`config.mk`:
```
export PLATFORM = sky130hd
export DESIGN_NAME = aer_out_scheduler
export DESIGN_NICKNAME = d
export VERILOG_FILES = /design/src/rtl/aer_out_scheduler.sv
export SDC_FILE = /design/constraint.sdc
export NUM_CORES = 1
export LEC_CHECK = 0
export BUFFER_PORTS_ARGS = -buffer_cell sky130_fd_sc_hd__buf_2
export CELL_PAD_IN_SITES_DETAIL_PLACEMENT = 0
export CELL_PAD_IN_SITES_GLOBAL_PLACEMENT = 1
export CORE_MARGIN = 2
export CORE_UTILIZATION = 41
export CTS_CLUSTER_SIZE = 30
export DETAILED_ROUTE_END_ITERATION = 10
export PLACE_DENSITY_LB_ADDON = 0.1
export SLEW_MARGIN = 20
export SYNTH_ARGS = -nofsm -noshare
export SYNTH_HDL_FRONTEND = slang
export SYNTH_SLANG_ARGS = --single-unit
```
`constraint.sdc`:
```
create_clock -name CLK -period 2.2 [get_ports CLK]
set_input_delay 0.11 -clock CLK [delete_from_list [all_inputs] [get_ports CLK]]
set_output_delay 0.11 -clock CLK [all_outputs]
set_load 0.01 [all_outputs]
```
`src/rtl/aer_out_scheduler.sv`:
```
// AER output scheduler: triggers the sorter, latches the sorted pixel order and emits one
// 4-phase AER event per pixel. Define AER_OUT_EOF_EN to append an all-ones end-of-frame event.
module aer_out_scheduler #(
    parameter int IMAGE_SIZE = 5,
    parameter int ADDR_BITS  = 8
) (
    input  logic                                 CLK,
    input  logic                                 RST,
    input  logic                                 start,
    output logic                                 new_image,
    input  logic                                 done,
    input  logic [IMAGE_SIZE-1:0][ADDR_BITS-1:0] sorted_indexes,
    output logic [ADDR_BITS-1:0]                 AERout_ADDR,
    output logic                                 AERout_REQ,
    input  logic                                 AERout_ACK,
    output logic                                 busy,
    output logic                                 frame_done
);

    localparam int CNT_W = $clog2(IMAGE_SIZE + 1);
`ifdef AER_OUT_EOF_EN
    localparam int LAST_EVT = IMAGE_SIZE;
`else
    localparam int LAST_EVT = IMAGE_SIZE - 1;
`endif
    localparam logic [CNT_W-1:0] LAST_CNT = CNT_W'(LAST_EVT);

    typedef enum logic [2:0] {
        StIdle,
        StSort,
        StWaitDone,
        StLatch,
        StSetup,
        StReqHi,
        StAckLo,
        StNext
    } state_e;

    state_e                               r_state;
    logic   [IMAGE_SIZE-1:0][ADDR_BITS-1:0] r_buf;
    logic   [CNT_W-1:0]                   r_cnt;
    logic   [ADDR_BITS-1:0]               r_addr;
    logic                                 r_req;
    logic                                 r_new_image;
    logic                                 r_busy;
    logic                                 r_frame_done;
    logic                                 r_ack_meta;
    logic                                 r_ack_sync;

    logic                                 w_ack;
    logic   [CNT_W-1:0]                   w_cnt_inc;

    assign w_ack     = r_ack_sync;
    assign w_cnt_inc = r_cnt + CNT_W'(1);

    // Address for event idx; the index one past the last pixel is the EOF marker.
    function automatic logic [ADDR_BITS-1:0] f_addr(
        input logic [CNT_W-1:0]                   idx,
        input logic [IMAGE_SIZE-1:0][ADDR_BITS-1:0] bufv
    );
        logic [ADDR_BITS-1:0] v;
        v = '0;
        for (int i = 0; i < IMAGE_SIZE; i++) begin
            if (idx == CNT_W'(i)) v = bufv[i];
        end
`ifdef AER_OUT_EOF_EN
        if (idx == CNT_W'(IMAGE_SIZE)) v = '1;
`endif
        return v;
    endfunction

    always_ff @(posedge CLK or posedge RST) begin
        if (RST) begin
            r_state      <= StIdle;
            r_buf        <= '0;
            r_cnt        <= '0;
            r_addr       <= '0;
            r_req        <= 1'b0;
            r_new_image  <= 1'b0;
            r_busy       <= 1'b0;
            r_frame_done <= 1'b0;
            r_ack_meta   <= 1'b0;
            r_ack_sync   <= 1'b0;
        end else begin
            r_ack_meta   <= AERout_ACK;
            r_ack_sync   <= r_ack_meta;
            r_new_image  <= 1'b0;
            r_frame_done <= 1'b0;
            case (r_state)
                StIdle: begin
                    if (start) begin
                        r_busy      <= 1'b1;
                        r_new_image <= 1'b1;
                        r_state     <= StSort;
                    end
                end
                StSort: r_state <= StWaitDone;
                StWaitDone: begin
                    if (done) r_state <= StLatch;
                end
                StLatch: begin
                    // Address is loaded here so it is stable for the whole SETUP phase.
                    r_buf   <= sorted_indexes;
                    r_cnt   <= '0;
                    r_addr  <= sorted_indexes[0];
                    r_state <= StSetup;
                end
                StSetup: begin
                    if (!w_ack) begin
                        r_req   <= 1'b1;
                        r_state <= StReqHi;
                    end
                end
                StReqHi: begin
                    if (w_ack) begin
                        r_req   <= 1'b0;
                        r_state <= StAckLo;
                    end
                end
                StAckLo: begin
                    if (!w_ack) r_state <= StNext;
                end
                StNext: begin
                    if (r_cnt < LAST_CNT) begin
                        r_cnt   <= w_cnt_inc;
                        r_addr  <= f_addr(w_cnt_inc, r_buf);
                        r_state <= StSetup;
                    end else begin
                        r_frame_done <= 1'b1;
                        r_busy       <= 1'b0;
                        r_state      <= StIdle;
                    end
                end
                default: r_state <= StIdle;
            endcase
        end
    end

    assign new_image   = r_new_image;
    assign AERout_ADDR = r_addr;
    assign AERout_REQ  = r_req;
    assign busy        = r_busy;
    assign frame_done  = r_frame_done;

endmodule

```
==> flow_summary.json, run 1 <==
{
  "status": "finished clean",
  "route.top_layer_used": "met4",
  "dp_hpwl_mm": 4.48,
  "synth_top_cell_area_share_pct": 56.3,
  "wl_met3_um": 349,
  "fill_cells": 593,
  "routed_via_density": 4.91,
  "critPathCaptureType": "register",
  "diodes": 0,
  "holdBufCountCts": 37,
  "start_kind": "register",
  "period_minus_slack_ps": 1920,
  "p_leak_uw": 0.00182,
  "startpoint": "r_cnt[0]$_DFFE_PP0P_",
  "met1Wirelength_mm": 3.27,
  "required_ps": 2410,
  "final_hold_viol_count": 0,
  "p_clk_share_pct": 24.0,
  "synth_cell_types": 28,
  "setup_tns_ps": 0,
  "tightest_slew_ps": 553,
  "cp_slowest_cell": "dfrtp_1",
  "layout_commonest_cell": "nand2_1",
  "vdd_drop_max_mv": 0.891,
  "layout.nets": 429,
  "utilization_pct": 57.1,
  "fmax_mhz": 520,
  "synth-seq-cells": 60,
  "drtAntennaViolNets": 0,
  "wl_per_cell_um": 14.3,
  "fin_area_um2": 3600,
  "power_density_nw_per_um2": 1330,
  "critPathTopFamily": "compound AO/OA/AOI/OAI gates",
  "grt_antenna_before_repair": 0,
  "drt-initial-drc-count": 161,
  "cts_tree": "built",
  "wirelength_mm": 6.58,
  "cts_setup_buffers": 0,
  "drive_gt1_share_pct": 22.4,
  "switching_share_pct": 35.4,
  "design.portCount": 57,
  "gp_congestion": 0.791,
  "dieArea_um2": 7160,
  "syn_avg_cell_area_um2": 9.39,
  "rr_startpoint": "r_cnt[0]$_DFFE_PP0P_",
  "fin_crit_sh_pct": 87.4,
  "critPathMaxFanout": 9,
  "cts_root_buf": "clkbuf_8",
  "cpPeakStageDelay_ps": 430,
  "insertion_delay_ps": 340,
  "cts_sinks": 60,
  "syn_inst": 284,
  "cap_violations": 0,
  "grtUsageTotal_pct": 20.3,
  "grt_start_max_net_pins": 38,
  "min_from": "sorted_indexes[7]",
  "drtPass1Iterations": 5,
  "p_sw_uw": 1700,
  "rsz0062_at_grt": "no",
  "clock_skew_ps": 5.57,
  "yosysTopAreaCell": "dfrtp_1",
  "die_w_um": 84.6,
  "route.met2.wl_mm": 2.86,
  "synth.net_count": 334,
  "pwr-share-seq_pct": 42.0,
  "clock_path_buffers": 2,
  "fp-row-count": 29,
  "maxSlewViolCount": 0,
  "clk_pin_slew_ps": 70,
  "multi_input_area_um2": 1010,
  "max-slew-margin-rel_pct": 63.1,
  "io_buffers": 56,
  "grt_pass1_vias": 2260,
  "core_um2": 6310,
  "yosysWarnings": 0,
  "criticalPathCategory": "reg -> reg",
  "seq_area_frac_synth_pct": 56.3,
  "arrival_ps": 2130,
  "synth_area_um2": 2670,
  "dieHeight_um": 84.6,
  "yosys-top-cells-area": "dfrtp_1, nand2_1, a221oi_1",
  "drc": 0,
  "hp-class": "in -> reg",
  "path_cells": "inv_1 > ha_1 > nor2b_4 > a221o_2 > a221oi_1 > o311ai_1",
  "finalSetupViolCount": 0,
  "vias": 2262,
  "globalRouteOverflowTotal": 0,
  "initial_utilization_pct": 42.2,
  "seq_area_um2": 1500,
  "internal-power_uw": 3110,
  "htreeDepth": 3,
  "cts_buffers": 9,
  "dpl-instance-area_um2": 3000,
  "syn_to_final_growth_pct": 35.1,
  "post_cts_resize_count": 0,
  "layout_common_cells": "nand2_1, dfrtp_1, buf_2",
  "power_frac_comb_pct": 34.0,
  "grt_pass1_wl_mm": 11.2,
  "path_buf_inv": 1
}
==> cell usage after synthesis (all sizes together) <==
library cell and instances:
a21o 1, a21oi 10, a221o 8, a221oi 8, a22o 1, and2 1
and2b 1, buf 14, clkbuf 1, dfrtp 60, ha 5, inv 14
mux2 1, mux2i 1, nand2 116, nand2b 2, nand3 4, nor2 13
nor2b 1, nor4b 1, o21ai 11, o311ai 8, o32ai 1, xor2 1
==> through the flow <==
stage	power (uW)	setup slack, ps	instances	hold slack [ps]
final	4810	278	461	13.4
after global routing	5180	125	461	13.4
after CTS	4850	292	461	1.65
after detailed placement	3630	309	408	188
after global placement	3590	339	408	184
after floorplan	3130	472	284	141
==> tightest hold or removal path: cells and delay by family <==
family / cells / cell delay (ps)
and+or+nand+nor: 2 / 130
buffers and inverters: 1 / 70
==> power by group through the flow <==
| stage | Combinational (uW) | Clock, uW | Sequential (uW) |
|---|---|---|---|
| floorplan | 1200 | 0 | 1920 |
| global placement | 1560 | 0 | 2030 |
| detailed placement | 1600 | 0 | 2020 |
| CTS | 1650 | 1180 | 2020 |
| global route | 1860 | 1230 | 2080 |
| finish | 1630 | 1160 | 2020 |
==> state kept, by name, indices dropped and copies added (netlist names) <==
signal       count
busy             1
r_ack_sync       1
r_ack_meta       1
frame_done       1
r_state          3
AERout_ADDR      8
r_buf           40
AERout_REQ       1
new_image        1
r_cnt            3
==> cells by family after synthesis <==
| logic type | after synthesis | share of synthesized area, % |
|---|---|---|
| compound gates | 48 | 13.3 |
| simple gates | 139 | 20.7 |
| fa+ha+maj | 5 | 2.35 |
| xor+xnor | 1 | 0.610 |
| mux | 2 | 0.798 |
| flops | 60 | 56.3 |
| buf+inv | 29 | 5.87 |
==> area by class of cell <==
type	instances	share of cell area, %
Multi-Input combinational cell	195	28.0
Clock buffer	12	4.58
Sequential cell	60	41.7
Inverter	14	1.46
Tap cell	77	2.67
Timing Repair Buffer	99	19.7
Clock inverter	4	1.95
==> routing by layer <==
metal | up-vias | global-route usage [%]
li1 | 1132 | -
met1 | 1059 | 29.1
met2 | 63 | 30.1
met3 | 8 | 5.60
met4 | 0 | 6.49
met5 | - | 0
==> worst paths after layout <==
path,to,slack [ps],cells past startpoint
max reg2reg,AERout_ADDR[0]$_DFFE_PP0P_,280,6
min,r_buf[7]$_DFFE_PP0P_,10,3
min reg2reg,r_ack_sync$_DFF_PP0_,360,0
min in group asynchronous,r_buf[17]$_DFFE_PP0P_,360,3
max,AERout_ADDR[0]$_DFFE_PP0P_,280,6
max in group asynchronous,r_buf[25]$_DFFE_PP0P_,1250,4
No activity file was read; power rests on OpenSTA's default activity.
==> inputs of run 2 (changes only) <==
--- a/config.mk
+++ b/config.mk
@@ -9,7 +9,7 @@
 export CELL_PAD_IN_SITES_DETAIL_PLACEMENT = 0
 export CELL_PAD_IN_SITES_GLOBAL_PLACEMENT = 1
 export CORE_MARGIN = 2
-export CORE_UTILIZATION = 41
+export CORE_UTILIZATION = 35
 export CTS_CLUSTER_SIZE = 30
 export DETAILED_ROUTE_END_ITERATION = 10
 export PLACE_DENSITY_LB_ADDON = 0.1
==> flow_summary.json, run 2 (synthesized netlist as in run 1, its figures left out) <==
{
  "status": "finished clean",
  "drtAntennaViolNets": 0,
  "dieArea_um2": 8330,
  "finalSetupViolCount": 0,
  "layout.nets": 428,
  "regToRegEndpoint": "AERout_ADDR[7]$_DFFE_PP0P_",
  "design.portCount": 57,
  "drt-initial-drc-count": 117,
  "power_density_nw_per_um2": 1260,
  "power_frac_comb_pct": 37.3,
  "cap_violations": 0,
  "dp_hpwl_mm": 4.39,
  "arrival_ps": 2150,
  "p_sw_uw": 1650,
  "globalRouteOverflowTotal": 0,
  "post_cts_resize_count": 0,
  "cts_sinks": 60,
  "period_minus_slack_ps": 1950,
  "maxSlewViolCount": 0,
  "core_um2": 7330,
  "grtUsageTotal_pct": 17.4,
  "switching_share_pct": 36.7,
  "clk_pin_slew_ps": 60,
  "criticalPathCategory": "reg -> reg",
  "tightest_slew_ps": 617,
  "wl_per_cell_um": 13.7,
  "layout_commonest_cell": "nand2_1",
  "layout_common_cells": "nand2_1, dfrtp_1, buf_2",
  "diodes": 0,
  "routed_via_density": 4.58,
  "grt_pass1_vias": 2231,
  "drc": 0,
  "dieHeight_um": 91.3,
  "internal-power_uw": 2860,
  "fin_cells": 481,
  "critPathMaxFanout": 9,
  "hold-worst-slack_ps": 17.5,
  "r2r_slack_ps": 250,
  "rsz0062_at_grt": "no",
  "cts_root_buf": "clkbuf_8",
  "startpoint": "r_cnt[0]$_DFFE_PP0P_",
  "fmax_mhz": 513,
  "syn_to_final_growth_pct": 33.7,
  "die_w_um": 91.3,
  "largest_reg_flops": 40,
  "top_register": "r_buf",
  "reg2regPathDepth": 6,
  "p_leak_uw": 0.00179,
  "io_buffers": 56,
  "crit_end": "AERout_ADDR[7]$_DFFE_PP0P_",
  "required_ps": 2400,
  "fin_crit_sh_pct": 88.5,
  "drive_gt1_share_pct": 21.7,
  "cts_tree": "built",
  "clock_skew_ps": 6.39,
  "vdd_drop_max_mv": 0.467,
  "grt_antenna_before_repair": 0,
  "grt_pass1_wl_mm": 11.3,
  "worst_slack_ps": 252,
  "wirelength_mm": 6.59,
  "gp_congestion": 0.768,
  "htreeDepth": 3,
  "critPathCaptureType": "register",
  "initial_utilization_pct": 36.4,
  "rr_startpoint": "r_cnt[0]$_DFFE_PP0P_",
  "max-slew-margin-rel_pct": 58.8,
  "start_kind": "register",
  "preCtsSetupSlack_ps": 260,
  "clock_path_buffers": 2,
  "cts_buffers": 9,
  "dpl.cell_count": 430,
  "pwr-share-seq_pct": 43.5,
  "setup_tns_ps": 0,
  "insertion_delay_ps": 330,
  "vias": 2201,
  "hp-class": "in -> reg",
  "grt_start_max_net_pins": 50,
  "p_clk_share_pct": 19.2,
  "final_hold_viol_count": 0,
  "drtPass1Iterations": 4,
  "cts_setup_buffers": 0,
  "fp-row-count": 31
}
==> run 2: cell count changes in the layout (fill, tap and decap cells not counted) <==
| cell | previous run | this run |
|---|---|---|
| buf_12 | 1 | 2 |
| bufinv_16 | 2 | 0 |
| buf_4 | 5 | 4 |
| clkbuf_1 | 0 | 2 |
| dlygate4sd3_1 | 37 | 36 |
| clkbuf_8 | 12 | 11 |
==> run 2: repair_timing <==
action / 4_1_cts / 5_1_grt
hold buffers: 36 / 0
setup endpoints to repair: 0 / 0
hold endpoints to repair: 62 / 0
==> run 2: worst max-delay path, cell delays in order, from the launching register on <==
cell and delay (ps):
dfrtp_1 430, inv_1 100, ha_1 430, nor2b_4 130, a221o_2 350, a221oi_1 250
o311ai_1 130
==> run 2: worst min-delay path by stage <==
stage | start | to | slack (ps) | cells past startpoint
6_report | sorted_indexes[3] | r_buf[3]$_DFFE_PP0P_ | 20 | 3
5_1_grt | sorted_indexes[3] | r_buf[3]$_DFFE_PP0P_ | 30 | 3
3_5_place_dp | AERout_ACK | r_ack_meta$_DFF_PP0_ | 220 | 1
2_1_floorplan | AERout_ACK | r_ack_meta$_DFF_PP0_ | 140 | 0
3_3_place_gp | AERout_ACK | r_ack_meta$_DFF_PP0_ | 220 | 1
4_1_cts | sorted_indexes[3] | r_buf[3]$_DFFE_PP0P_ | 4 | 3
==> run 2: through the flow <==
step                      power [uW]  instance area [um^2]  util [%]
after floorplan                 3130                  2670         -
after global placement          3590                  3040      41.4
after detailed placement        3630                  3040      41.4
after CTS                       4570                  3570      48.6
after global routing            4910                  3570      48.6
final                           4510                  3570      48.6
==> run 2: metal layers <==
metal	part of all wire, %	track usage [%]	vias up
met4	1.7	6.94	0
met1	49	24.7	1002
li1	-	-	1126
met2	44	25.8	62
met3	5.3	3.73	11
met5	0	0	-
==> run 2: power by group through the flow <==
| stage | registers [uW] | logic [uW] | clock network [uW] |
|---|---|---|---|
| global placement | 1990 | 1600 | 0 |
| finish | 1960 | 1680 | 864 |
| global route | 2040 | 1940 | 930 |
| detailed placement | 1980 | 1650 | 0 |
| CTS | 1970 | 1700 | 891 |
| floorplan | 1920 | 1200 | 0 |
==> run 2: final cells by class <==
type                    instances  area (um^2)
multi-input cells             195         1010
well taps                      99          124
clock inverters                 2         10.0
flip-flops and latches         60         1500
inverters                      14         52.6
fillers                       724         3760
clock buffers                  13          159
repair buffers                 98          711
==> inputs of run 3 (changes only) <==
--- a/config.mk
+++ b/config.mk
@@ -8,8 +8,9 @@
 export BUFFER_PORTS_ARGS = -buffer_cell sky130_fd_sc_hd__buf_2
 export CELL_PAD_IN_SITES_DETAIL_PLACEMENT = 0
 export CELL_PAD_IN_SITES_GLOBAL_PLACEMENT = 1
+export CORE_ASPECT_RATIO = 1.4
 export CORE_MARGIN = 2
-export CORE_UTILIZATION = 35
+export CORE_UTILIZATION = 41
 export CTS_CLUSTER_SIZE = 30
 export DETAILED_ROUTE_END_ITERATION = 10
 export PLACE_DENSITY_LB_ADDON = 0.1
==> flow_summary.json, run 3 (synthesized netlist as in run 1, its figures left out) <==
{
  "status": "finished clean",
  "path_cells": "inv_1 > ha_1 > nor2b_4 > a221o_1 > a221oi_1 > o311ai_1",
  "cts_buffers": 9,
  "drtAntennaViolNets": 0,
  "critPathCaptureType": "register",
  "clock_skew_ps": 8.49,
  "clock_path_buffers": 2,
  "grtUsageTotal_pct": 19.5,
  "globalRouteOverflowTotal": 0,
  "grt_pass1_wl_mm": 10.6,
  "dp_hpwl_mm": 4.51,
  "required_ps": 2380,
  "clk_pin_slew_ps": 60,
  "start_kind": "register",
  "vdd_drop_max_mv": 0.554,
  "cp_slowest_cell": "dfrtp_1",
  "core_um2": 6250,
  "rsz0062_at_grt": "no",
  "setup_tns_ps": 0,
  "finalSetupViolCount": 0,
  "die_w_um": 72.2,
  "top_register": "r_buf",
  "layout_common_cells": "nand2_1, dfrtp_1, buf_2",
  "cts_sinks": 60,
  "design.portCount": 57,
  "layout_commonest_cell": "nand2_1",
  "final_hold_viol_count": 0,
  "max-slew-margin-rel_pct": 54.2,
  "drive_gt1_share_pct": 22.1,
  "gp_congestion": 0.768,
  "post_cts_resize_count": 0,
  "largest_reg_flops": 40,
  "criticalPathCategory": "reg -> reg",
  "fp-row-count": 34,
  "hp-class": "in -> reg",
  "diodes": 0,
  "period_minus_slack_ps": 1980,
  "initial_utilization_pct": 42.6,
  "vias": 2237,
  "dieArea_um2": 7170,
  "grt_pass1_vias": 2229,
  "cpPeakStageDelay_ps": 430,
  "p_leak_uw": 0.00182,
  "fmax_mhz": 505,
  "cts_tree": "built",
  "cap_violations": 0,
  "arrival_ps": 2160,
  "syn_to_final_growth_pct": 34.1,
  "fin_crit_sh_pct": 90.0,
  "dieHeight_um": 99.4,
  "wirelength_mm": 6.51,
  "power_density_nw_per_um2": 1320,
  "maxSlewViolCount": 0,
  "p_total_uw": 4730,
  "tightest_slew_ps": 682,
  "wl_per_cell_um": 14.2,
  "drc": 0,
  "io_buffers": 56,
  "critPathMaxFanout": 9,
  "hold-worst-slack_ps": 9.27,
  "drt-initial-drc-count": 122,
  "grt_antenna_before_repair": 0,
  "insertion_delay_ps": 340,
  "routed_via_density": 4.89,
  "htreeDepth": 3,
  "drtPass1Iterations": 4,
  "cts_root_buf": "clkbuf_8",
  "grt_start_max_net_pins": 30,
  "layout.nets": 430
}
run 3: area by class of cell:
| cell class | count | area [um^2] |
|---|---|---|
| clock buffers | 11 | 141 |
| clock inverters | 5 | 75.1 |
| multi-input cells | 195 | 1010 |
| inverters | 14 | 52.6 |
| fillers | 591 | 2680 |
| flip-flops and latches | 60 | 1500 |
| repair buffers | 100 | 706 |
| well taps | 72 | 90.1 |
run 3: routing by layer:
layer	global-route usage (%)	up-vias	wire [um]
met5	0	-	0
met2	30.5	46	3020
met1	26.0	1056	3140
met3	3.55	7	249
met4	9.58	0	95
li1	-	1128	-
run 3: final timing paths:
check	from	end	slack (ps)	depth (start not counted)
max	r_cnt[0]$_DFFE_PP0P_	AERout_ADDR[4]$_DFFE_PP0P_	220	6
max reg2reg	r_cnt[0]$_DFFE_PP0P_	AERout_ADDR[4]$_DFFE_PP0P_	220	6
min reg2reg	r_ack_meta$_DFF_PP0_	r_ack_sync$_DFF_PP0_	350	0
min in group asynchronous	RST	r_buf[15]$_DFFE_PP0P_	370	3
min	sorted_indexes[5]	r_buf[5]$_DFFE_PP0P_	9	3
max in group asynchronous	RST	AERout_ADDR[4]$_DFFE_PP0P_	1160	4
run 3: per-stage QoR:
stage | utilization [%] | setup slack (ps) | cell area, um^2 | cells
2_1_floorplan | - | 472 | 2670 | 284
3_3_place_gp | 47.6 | 319 | 2980 | 403
3_5_place_dp | 47.6 | 254 | 2980 | 403
4_1_cts | 57.2 | 244 | 3570 | 457
5_1_grt | 57.2 | 95.4 | 3570 | 457
6_report | 57.2 | 220 | 3570 | 457
run 3: report_power, final:
part	internal, uW	leakage (uW)	total (uW)	switching [uW]
clock	663	0.000113	1090	426
sequential	1630	0.000713	2010	377
combinational	741	0.000989	1630	889
total	3040	0.00182	4730	1690
run 3: worst max-delay path, delay by kind of cell (launching register included):
family,cells,cell delay (ps)
buffers and inverters,1,110
and+or+nand+nor,1,130
AOI/OAI and AO/OA,3,750
adders and majority gates,1,410
DFF,1,430
run 3: what timing repair did:
action                                 in CTS  in global routing
endpoints found under the hold margin      63                  0
hold buffers                               38                  0
setup buffers                               0                  0
